[src/rtl/svf_multi.sv]
// Time-multiplexed Chamberlin state-variable filter bank: all channels share
// one signed multiplier, stepping LP -> HP -> BP per iteration per channel.
//
// state | meaning
// IDLE  | waiting for a sample_clk rise
// LP    | lp += f*bp
// HP    | hp  = x - lp - q*bp
// BP    | bp += f*hp
// WB    | write hp/lp/bp/notch of current channel into its shadow slot
// DONE  | publish all shadow slots, pulse out_valid next cycle
module svf_multi #(
    parameter int W          = 16,
    parameter int CHANNELS   = 2,
    parameter int OVERSAMPLE = 1,
    parameter int F_BASE     = 16500,
    parameter int F_MIN      = 64,
    parameter int F_MAX      = 32000,
    parameter int Q_BASE     = 32767,
    parameter int Q_MIN      = 2048,
    parameter int Q_MAX      = 32767
) (
    input  logic                  clk,
    input  logic                  rst,
    input  logic                  sample_clk,
    input  logic [CHANNELS*W-1:0] in_flat,
    input  logic [CHANNELS*W-1:0] freq_flat,
    input  logic [CHANNELS*W-1:0] res_flat,
    output logic [CHANNELS*W-1:0] hp_flat,
    output logic [CHANNELS*W-1:0] lp_flat,
    output logic [CHANNELS*W-1:0] bp_flat,
    output logic [CHANNELS*W-1:0] notch_flat,
    output logic                  out_valid,
    output logic                  busy,
    output logic                  overrun
);

    localparam int CW = (CHANNELS > 1) ? $clog2(CHANNELS) : 1;
    localparam int IW = (OVERSAMPLE > 1) ? $clog2(OVERSAMPLE) : 1;
    localparam int SW = W + 2;
    localparam logic signed [SW-1:0] SAT_MAX = SW'((2 ** (W - 1)) - 1);
    localparam logic signed [SW-1:0] SAT_MIN = SW'(-(2 ** (W - 1)));

    typedef enum logic [2:0] {S_IDLE, S_LP, S_HP, S_BP, S_WB, S_DONE} state_t;

    function automatic logic signed [W-1:0] sat(input logic signed [SW-1:0] v);
        logic signed [W-1:0] r;
        if (v > SAT_MAX)      r = W'(SAT_MAX);
        else if (v < SAT_MIN) r = W'(SAT_MIN);
        else                  r = W'(v);
        return r;
    endfunction

    function automatic logic signed [W-1:0] clamp(input logic signed [SW-1:0] v,
                                                  input int lo, input int hi);
        logic signed [W-1:0] r;
        if (v < SW'(lo))      r = W'(lo);
        else if (v > SW'(hi)) r = W'(hi);
        else                  r = W'(v);
        return r;
    endfunction

    state_t state, state_n;
    logic [CW-1:0] ch;
    logic [IW-1:0] iter;
    logic sclk_q, rise;

    logic signed [W-1:0] x_s   [CHANNELS];
    logic signed [W-1:0] f_s   [CHANNELS];
    logic signed [W-1:0] q_s   [CHANNELS];
    logic signed [W-1:0] lp_st [CHANNELS];
    logic signed [W-1:0] bp_st [CHANNELS];
    logic signed [W-1:0] sh_hp [CHANNELS];
    logic signed [W-1:0] sh_lp [CHANNELS];
    logic signed [W-1:0] sh_bp [CHANNELS];
    logic signed [W-1:0] sh_nt [CHANNELS];
    logic signed [W-1:0] hp_r;

    logic signed [W-1:0]   mul_a, mul_b;
    logic signed [2*W-1:0] prod;
    logic signed [SW-1:0]  prod_s;

    assign rise   = sample_clk & ~sclk_q;
    assign busy   = (state != S_IDLE);
    assign prod   = (2*W)'(mul_a) * (2*W)'(mul_b);
    assign prod_s = SW'(prod >>> (W - 1));

    // State register
    always_ff @(posedge clk or posedge rst) begin
        if (rst) state <= S_IDLE;
        else     state <= state_n;
    end

    // Next-state decode and shared multiplier operand select
    always_comb begin
        state_n = state;
        mul_a   = f_s[ch];
        mul_b   = bp_st[ch];
        case (state)
            S_IDLE: if (rise) state_n = S_LP;
            S_LP:   state_n = S_HP;
            S_HP: begin
                mul_a   = q_s[ch];
                state_n = S_BP;
            end
            S_BP: begin
                mul_b   = hp_r;
                state_n = (iter == IW'(OVERSAMPLE - 1)) ? S_WB : S_LP;
            end
            S_WB:   state_n = (ch == CW'(CHANNELS - 1)) ? S_DONE : S_LP;
            S_DONE: state_n = S_IDLE;
            default: state_n = S_IDLE;
        endcase
    end

    // Edge detect, overrun flag, snapshot, filter datapath and output publish
    always_ff @(posedge clk or posedge rst) begin
        if (rst) begin
            sclk_q     <= 1'b0;
            overrun    <= 1'b0;
            out_valid  <= 1'b0;
            ch         <= '0;
            iter       <= '0;
            hp_r       <= '0;
            hp_flat    <= '0;
            lp_flat    <= '0;
            bp_flat    <= '0;
            notch_flat <= '0;
            for (int c = 0; c < CHANNELS; c++) begin
                x_s[c]   <= '0;
                f_s[c]   <= '0;
                q_s[c]   <= '0;
                lp_st[c] <= '0;
                bp_st[c] <= '0;
                sh_hp[c] <= '0;
                sh_lp[c] <= '0;
                sh_bp[c] <= '0;
                sh_nt[c] <= '0;
            end
        end else begin
            sclk_q    <= sample_clk;
            out_valid <= 1'b0;
            if (rise && busy) overrun <= 1'b1;
            case (state)
                S_IDLE: if (rise) begin
                    ch   <= '0;
                    iter <= '0;
                    for (int c = 0; c < CHANNELS; c++) begin
                        x_s[c] <= in_flat[c*W +: W];
                        f_s[c] <= clamp(SW'(F_BASE) + SW'($signed(freq_flat[c*W +: W]) >>> 1),
                                        F_MIN, F_MAX);
                        q_s[c] <= clamp(SW'(Q_BASE) - SW'($signed(res_flat[c*W +: W]) >>> 1),
                                        Q_MIN, Q_MAX);
                    end
                end
                S_LP: lp_st[ch] <= sat(SW'(lp_st[ch]) + prod_s);
                S_HP: hp_r <= sat(SW'(x_s[ch]) - SW'(lp_st[ch]) - prod_s);
                S_BP: begin
                    bp_st[ch] <= sat(SW'(bp_st[ch]) + prod_s);
                    if (iter == IW'(OVERSAMPLE - 1)) iter <= '0;
                    else                             iter <= iter + 1'b1;
                end
                S_WB: begin
                    sh_hp[ch] <= hp_r;
                    sh_lp[ch] <= lp_st[ch];
                    sh_bp[ch] <= bp_st[ch];
                    sh_nt[ch] <= sat(SW'(hp_r) + SW'(lp_st[ch]));
                    if (ch == CW'(CHANNELS - 1)) ch <= '0;
                    else                         ch <= ch + 1'b1;
                end
                S_DONE: begin
                    out_valid <= 1'b1;
                    for (int c = 0; c < CHANNELS; c++) begin
                        hp_flat[c*W +: W]    <= sh_hp[c];
                        lp_flat[c*W +: W]    <= sh_lp[c];
                        bp_flat[c*W +: W]    <= sh_bp[c];
                        notch_flat[c*W +: W] <= sh_nt[c];
                    end
                end
                default: ;
            endcase
        end
    end

endmodule
[config.mk]
export PLATFORM = sky130hd
export DESIGN_NAME = svf_multi
export DESIGN_NICKNAME = d
export VERILOG_FILES = /design/src/rtl/svf_multi.sv
export SDC_FILE = /design/constraint.sdc
export NUM_CORES = 2
export LEC_CHECK = 0
export BUFFER_PORTS_ARGS = -buffer_cell sky130_fd_sc_hd__buf_2
export CAP_MARGIN = 20
export CORE_ASPECT_RATIO = 1.2
export CORE_MARGIN = 2
export CORE_UTILIZATION = 30
export DETAILED_ROUTE_END_ITERATION = 7
export SLEW_MARGIN = 40
export SYNTH_ARGS = -nofsm -noshare
export SYNTH_HDL_FRONTEND = slang
export SYNTH_SLANG_ARGS = --single-unit
export TNS_END_PERCENT = 50
[constraint.sdc]
create_clock -name clk -period 35.5 [get_ports clk]
set_clock_uncertainty 0.05 [all_clocks]
set_input_delay 1.775 -clock clk [delete_from_list [all_inputs] [get_ports clk]]
set_output_delay 1.775 -clock clk [all_outputs]
set_load 0.02 [all_outputs]
; Word level (Yosys, flattened, before mapping)
; Cells that the tools add are included.
[totals]
reg_bits = 440
input_bits = 99
out_inout_bits = 131
[op_classes]
n_addsub = 11
n_mul = 1
magnitude_cmp = 18
n_eq_ne = 6
muxes = 54
bitwise_logic = 3
n_reduce_logical = 9
[ops]
columns = op, n
row1 = 2-to-1 mux 16 bit, 37
row2 = bitwise mux 32 bit, 6
row3 = > comparator 17 x 16 -> 1 bit (second input constant), 5
row4 = > comparator 18 x 16 -> 1 bit (second input constant), 3
row5 = < comparator 18 x 16 -> 1 bit (second input constant), 3
row6 = adder 16 x 17 -> 18 bit, 2
row7 = adder 16 x 15 -> 17 bit (first input constant), 2
row8 = < comparator 17 x 13 -> 1 bit (second input constant), 2
row9 = < comparator 17 x 8 -> 1 bit (second input constant), 2
row10 = subtractor 16 x 15 -> 17 bit (first input constant), 2
row11 = multiplier 16 x 16 -> 32 bit, 1
row12 = subtractor 17 x 17 -> 18 bit, 1
row13 = adder 16 x 16 -> 17 bit, 1
row14 = < comparator 17 x 16 -> 1 bit (second input constant), 1
row15 = subtractor 16 x 16 -> 17 bit, 1
row16 = demux 16 bit (select 1 bit), 1
row17 = case mux 3 bit (5 select lines), 1
row18 = 2-to-1 mux 3 bit, 3
row19 = equality test 3 x 2 -> 1 bit (second input constant), 2
row20 = equality test 3 bit (second input constant), 2
row21 = AND reduction 2 bit, 3
row22 = 2-to-1 mux 1 bit, 4
row23 = case mux 1 bit (2 select lines), 2
row24 = nonzero test 2 bit, 2
row25 = other kinds (11), 13

; Depth between registers and ports, before layout
[logic_depth]
depth_word = 12
depth_mapped = 45
mapped_depth_nobuf = 40

; Worst setup path before layout
; No wires, ideal clock.
[synth_timing]
kind = reg-to-reg
start = reg ch
end = reg hp_r[12]
t_arrival_ns = 10.019
required_ns = 35.324
slack_ns = 25.305
path_stages_with_launch = 40
path_buffers = 4
path_cell_list = dfrtp_1 -> buf_2 -> buf_4 -> buf_1 -> mux2i_1 -> nand2_1 -> o21ai_1 -> clkbuf_1 -> nor2_1 -> fa_1 -> inv_1 -> fa_1 -> inv_1 -> fa_1 -> inv_1 -> fa_1 -> inv_1 -> fa_1 -> [4 not listed] -> and3_1 -> a221o_1 -> a21o_1 -> a21o_1 -> a21o_1 -> a41o_1 -> a21o_1 -> a21o_1 -> xor2_1 -> fa_1 -> inv_1 -> ha_1 -> mux2i_1 -> o21ai_0 -> or2_2 -> o21ai_0 -> nand2_1 -> a221o_1
[synth_via]
elab_chain_len = 10
[synth_lines]
columns = item, line_no
row1 = "start, declared", 63  ; logic [CW-1:0] ch;
row2 = "start signal, assigned", 168  ; else ch <= ch + 1'b1;
row3 = NOT 1 -> 2 bit (not written as such) (*), --
row4 = "2-to-1 mux 16 bit, on equally long branches (3 in a row)", "96, 102, 97"
row5 = 2-to-1 mux 16 bit, 98  ; case (state)
row6 = multiplier 16 x 16 -> 32 bit, 84  ; assign prod = (2*W)'(mul_a) * (2*W)'(mul_b);
row7 = subtractor 17 x 17 -> 18 bit (*), 156  ; S_HP: hp_r <= sat(SW'(x_s[ch]) - SW'(lp_st[ch]) - prod_s);
row8 = < comparator 18 x 16 -> 1 bit, 48  ; else if (v < SAT_MIN) r = W'(SAT_MIN);
row9 = 2-to-1 mux 16 bit, 48
row10 = 2-to-1 mux 16 bit (*), 47  ; if (v > SAT_MAX) r = W'(SAT_MAX);
row11 = "end signal, assigned", 156
row12 = "end, declared", 76  ; logic signed [W-1:0] hp_r;
; Mark *: on every way between the ends. The rest lies on a longest branch, timed or not. The select of a mux whose other input is x is not followed.
; A chain may end at the register's enable or synchronous reset.

; Worst setup path in the final report
[layout_timing]
start = reg state[2]
end = reg hp_r[12]
[layout_via]
elab_chain_len = 7
[layout_lines]
columns = item, line_no
row1 = "start, declared", 62  ; state_t state, state_n;
row2 = "start signal, assigned", 90  ; else state <= state_n;
row3 = "equality test 3 x 2 -> 1 bit, on equally long branches", "98, 143"
row4 = 2-to-1 mux 16 bit, 98
row5 = multiplier 16 x 16 -> 32 bit, 84
row6 = subtractor 17 x 17 -> 18 bit, 156
row7 = < comparator 18 x 16 -> 1 bit, 48
row8 = 2-to-1 mux 16 bit, 48
row9 = 2-to-1 mux 16 bit, 47
; Parallel ways exist; a longest one is shown, timed or not.

==> results.md <==
- Run status: finished, final reports clean
- Reg2Reg Depth: 36
- Synthesized area: 0.03166 mm²
- Worst path required time: 35.95 ns
- TritonCTS clock tree: yes
- Cell taking the most area after synthesis: dfrtp_1
- Initial antenna violation count: 1
- Ports: 230
- Hold WC Path Type: reg -> reg
- Hold worst-path end: overrun$_DFFE_PP0P_
- Commonest non-fill, non-tap cells in the layout: 1031 x nand2_1, 438 x dfrtp_1, 399 x inv_1
- Number of fill cells: 10892
- Root buf cell: clkbuf_16
- Routability Congestion: 0.9033
- DR iter-0 viols: 1907
- Share of cells above drive strength 1: 10.95%
- Overall routing resource usage: 17.21%
- Clock tree buffer depth: 3
- Placement Setup Slack: 23.48 ns
- Synth area leaders: dfrtp_1 35%, fa_1 18%, nand2_1 12%, ha_1 6.5%, inv_1 4.8%
- Slowest-stage cell, CP: dfrtp_1
- Post-synth top area share: 34.70%
- Vias per Instance: 4.813
- Final Hold Fails: 0
- Leading cell type in the layout, fill and taps excluded: nand2_1
- Die Y: 359.9 µm
- Total placed cells including tap cells: 5140
- Unique masters post-synth: 80
- Multi-input gate area: 0.01872 mm²
- Clock sink count: 439
- Worst setup SP type: flop
- Nets: 4351
- Setup CP Type: reg -> reg
- Fin cells: 5230
- Setup bufs post-CTS: 0
- Post-CTS Resized: 0
- Max Slew Vio Count: 0
- DP Wirelength: 69930 µm
- Mapped Nets: 4175
- Reg2reg setup slack: 23.38 ns
- CP max FO: 51
- First-pass GRT wire length: 146500 µm
- Most used cell, CP: fa_1
- Row count: 130
- RSZ-0062 raised after global routing: no
- # setup viols final: 0
- Port bufs: 225
- Crit share post-route: 34.14%
- Clock buffer count from CTS: 50
- Ys flop type: dfrtp_1
- Crit-path max cell delay: 0.73 ns
- Hold depth: 1
- Max Cap Viol: 0
- Hold buffers post-CTS: 0
- Grt ovf: 0
- Later-pin clock latency in the skew report: 0.62 ns
- Initial core utilization: 30.22%
- Yosys reg bits: 439
- Maximum achievable frequency: 82.52 MHz
- Clock transition at path regs: 0.06 ns
- Synthesis-to-layout area growth: 14.57%
- Synthesized netlist cell count: 3631
- Setup tns final: 0 ns
- Async SR Flop Fraction: 100.0%
- Largest net degree at the start of global routing: 112
- HP Start: overrun$_DFFE_PP0P_
- Post-synthesis sequential area ratio: 34.70%
- Number of flops mapped to enable cells by yosys: 0
- Syn_area_per_cell: 8.719 µm²
- Worst relative slew slack: 39.77%
- Via count: 25173
- H-tree depth: 2
- Worst R2R Start: state[2]$_DFFE_PP0P_
- Register Area: 0.01099 mm²
- Core area: 0.1048 mm²
- CP endpoint kind: flop
- Slew @ Worst Pin: 0.8913 ns
- Die Wd: 300.5 µm
- Synth Warn #: 0
- Routed WL: 93300 µm
- Die area: 0.1082 mm²
- DRT antenna net count: 0
- Final worst slack: 23.38 ns
- Worst EP arrival: 12.57 ns
- Drc violations: 0
- RR Endpoint: hp_r[12]$_DFFE_PP0P_
- First-pass DRT Iterations: 5
- Avg WL per Cell: 17.84 µm
- Vias in the first global route: 25121
- Period minus WS final: 12.12 ns
-- routing by layer --
metal / track usage (%) / wire [µm] / vias to the layer above
met3: 2.245 / 5340 / 152
met4: 6.487 / 3685 / 0
met5: 0 / 0 / -
met2: 28.40 / 44000 / 768
li1: - / - / 11888
met1: 22.93 / 40280 / 12365
-- cells by family (layout without fill, tap and decap cells) --
| logic type | Yosys count | count (layout) | share of synthesized area [%] |
|---|---|---|---|
| AOI/OAI and AO/OA | 543 | 543 | 10.70 |
| xor gates and xnor gates | 102 | 102 | 2.846 |
| adders and majority gates | 449 | 449 | 24.38 |
| buffers and inverters | 555 | 767 | 6.652 |
| DFF | 439 | 439 | 34.70 |
| muxes | 58 | 58 | 1.952 |
| other | 0 | 1 | 0 |
| and+or+nand+nor | 1485 | 1485 | 18.77 |
-- cells in the mapped netlist, types with 11 or more instances --
| cell type | n |
|---|---|
| nand2_1 | 1032 |
| dfrtp_1 | 439 |
| inv_1 | 401 |
| nor2_1 | 287 |
| fa_1 | 281 |
| ha_1 | 164 |
| o21ai_0 | 162 |
| a21oi_1 | 132 |
| clkbuf_1 | 129 |
| xnor2_1 | 62 |
| nand3_1 | 40 |
| o21a_1 | 40 |
| mux2i_1 | 39 |
| xor2_1 | 39 |
| a21o_1 | 34 |
| a31oi_1 | 32 |
| o221ai_1 | 26 |
| nand2b_1 | 25 |
| o21ai_1 | 25 |
| nor3_1 | 18 |
| and2_1 | 17 |
| mux2_2 | 17 |
| nor2b_1 | 16 |
| buf_1 | 14 |
| a22o_1 | 11 |
-- final cells by class --
type / instances / share of cell area (%)
timing repair buffer: 278 / 4.454
tap: 1386 / 4.781
inverter: 401 / 4.191
sequential: 439 / 30.30
clock inverter: 21 / 0.7727
clock buffer: 67 / 3.874
antenna: 1 / 0.006899
multi-input combinational: 2637 / 51.62
-- through the flow --
step                      area (µm²)  hold slack, ns  util [%]
after detailed placement       34560          0.3971     32.99
final                          36270          0.4082     34.62
after CTS                      36240          0.4117     34.60
after floorplan                31660          0.3846         -
after global routing           36270          0.4237     34.62
after global placement         34370          0.3974     32.81
-- how the worst max path moves through the flow --
stage,to,cells past startpoint,from
after floorplan,bp_flat[0]$_DFFE_PP0P_,1,rst
after global placement,hp_r[6]$_DFFE_PP0P_,35,state[2]$_DFFE_PP0P_
after detailed placement,hp_r[12]$_DFFE_PP0P_,36,state[2]$_DFFE_PP0P_
after CTS,hp_r[12]$_DFFE_PP0P_,36,state[2]$_DFFE_PP0P_
after global routing,hp_r[12]$_DFFE_PP0P_,36,state[2]$_DFFE_PP0P_
final,hp_r[12]$_DFFE_PP0P_,36,state[2]$_DFFE_PP0P_
-- critical path: cells and delay by family (launching register included) --
kind	cells	cell delay (ns)
AO/OA/AOI/OAI	11	3.39
XOR/XNOR	1	0.54
adder cells (fa/ha/maj)	9	4.28
buffers and inverters	5	0.93
flip-flops	1	0.73
multiplexers	1	0.18
AND/OR/NAND/NOR	9	1.81
Power is not shown: default switching activity piles up to over one toggle a cycle in this logic, so the estimate is an artifact.
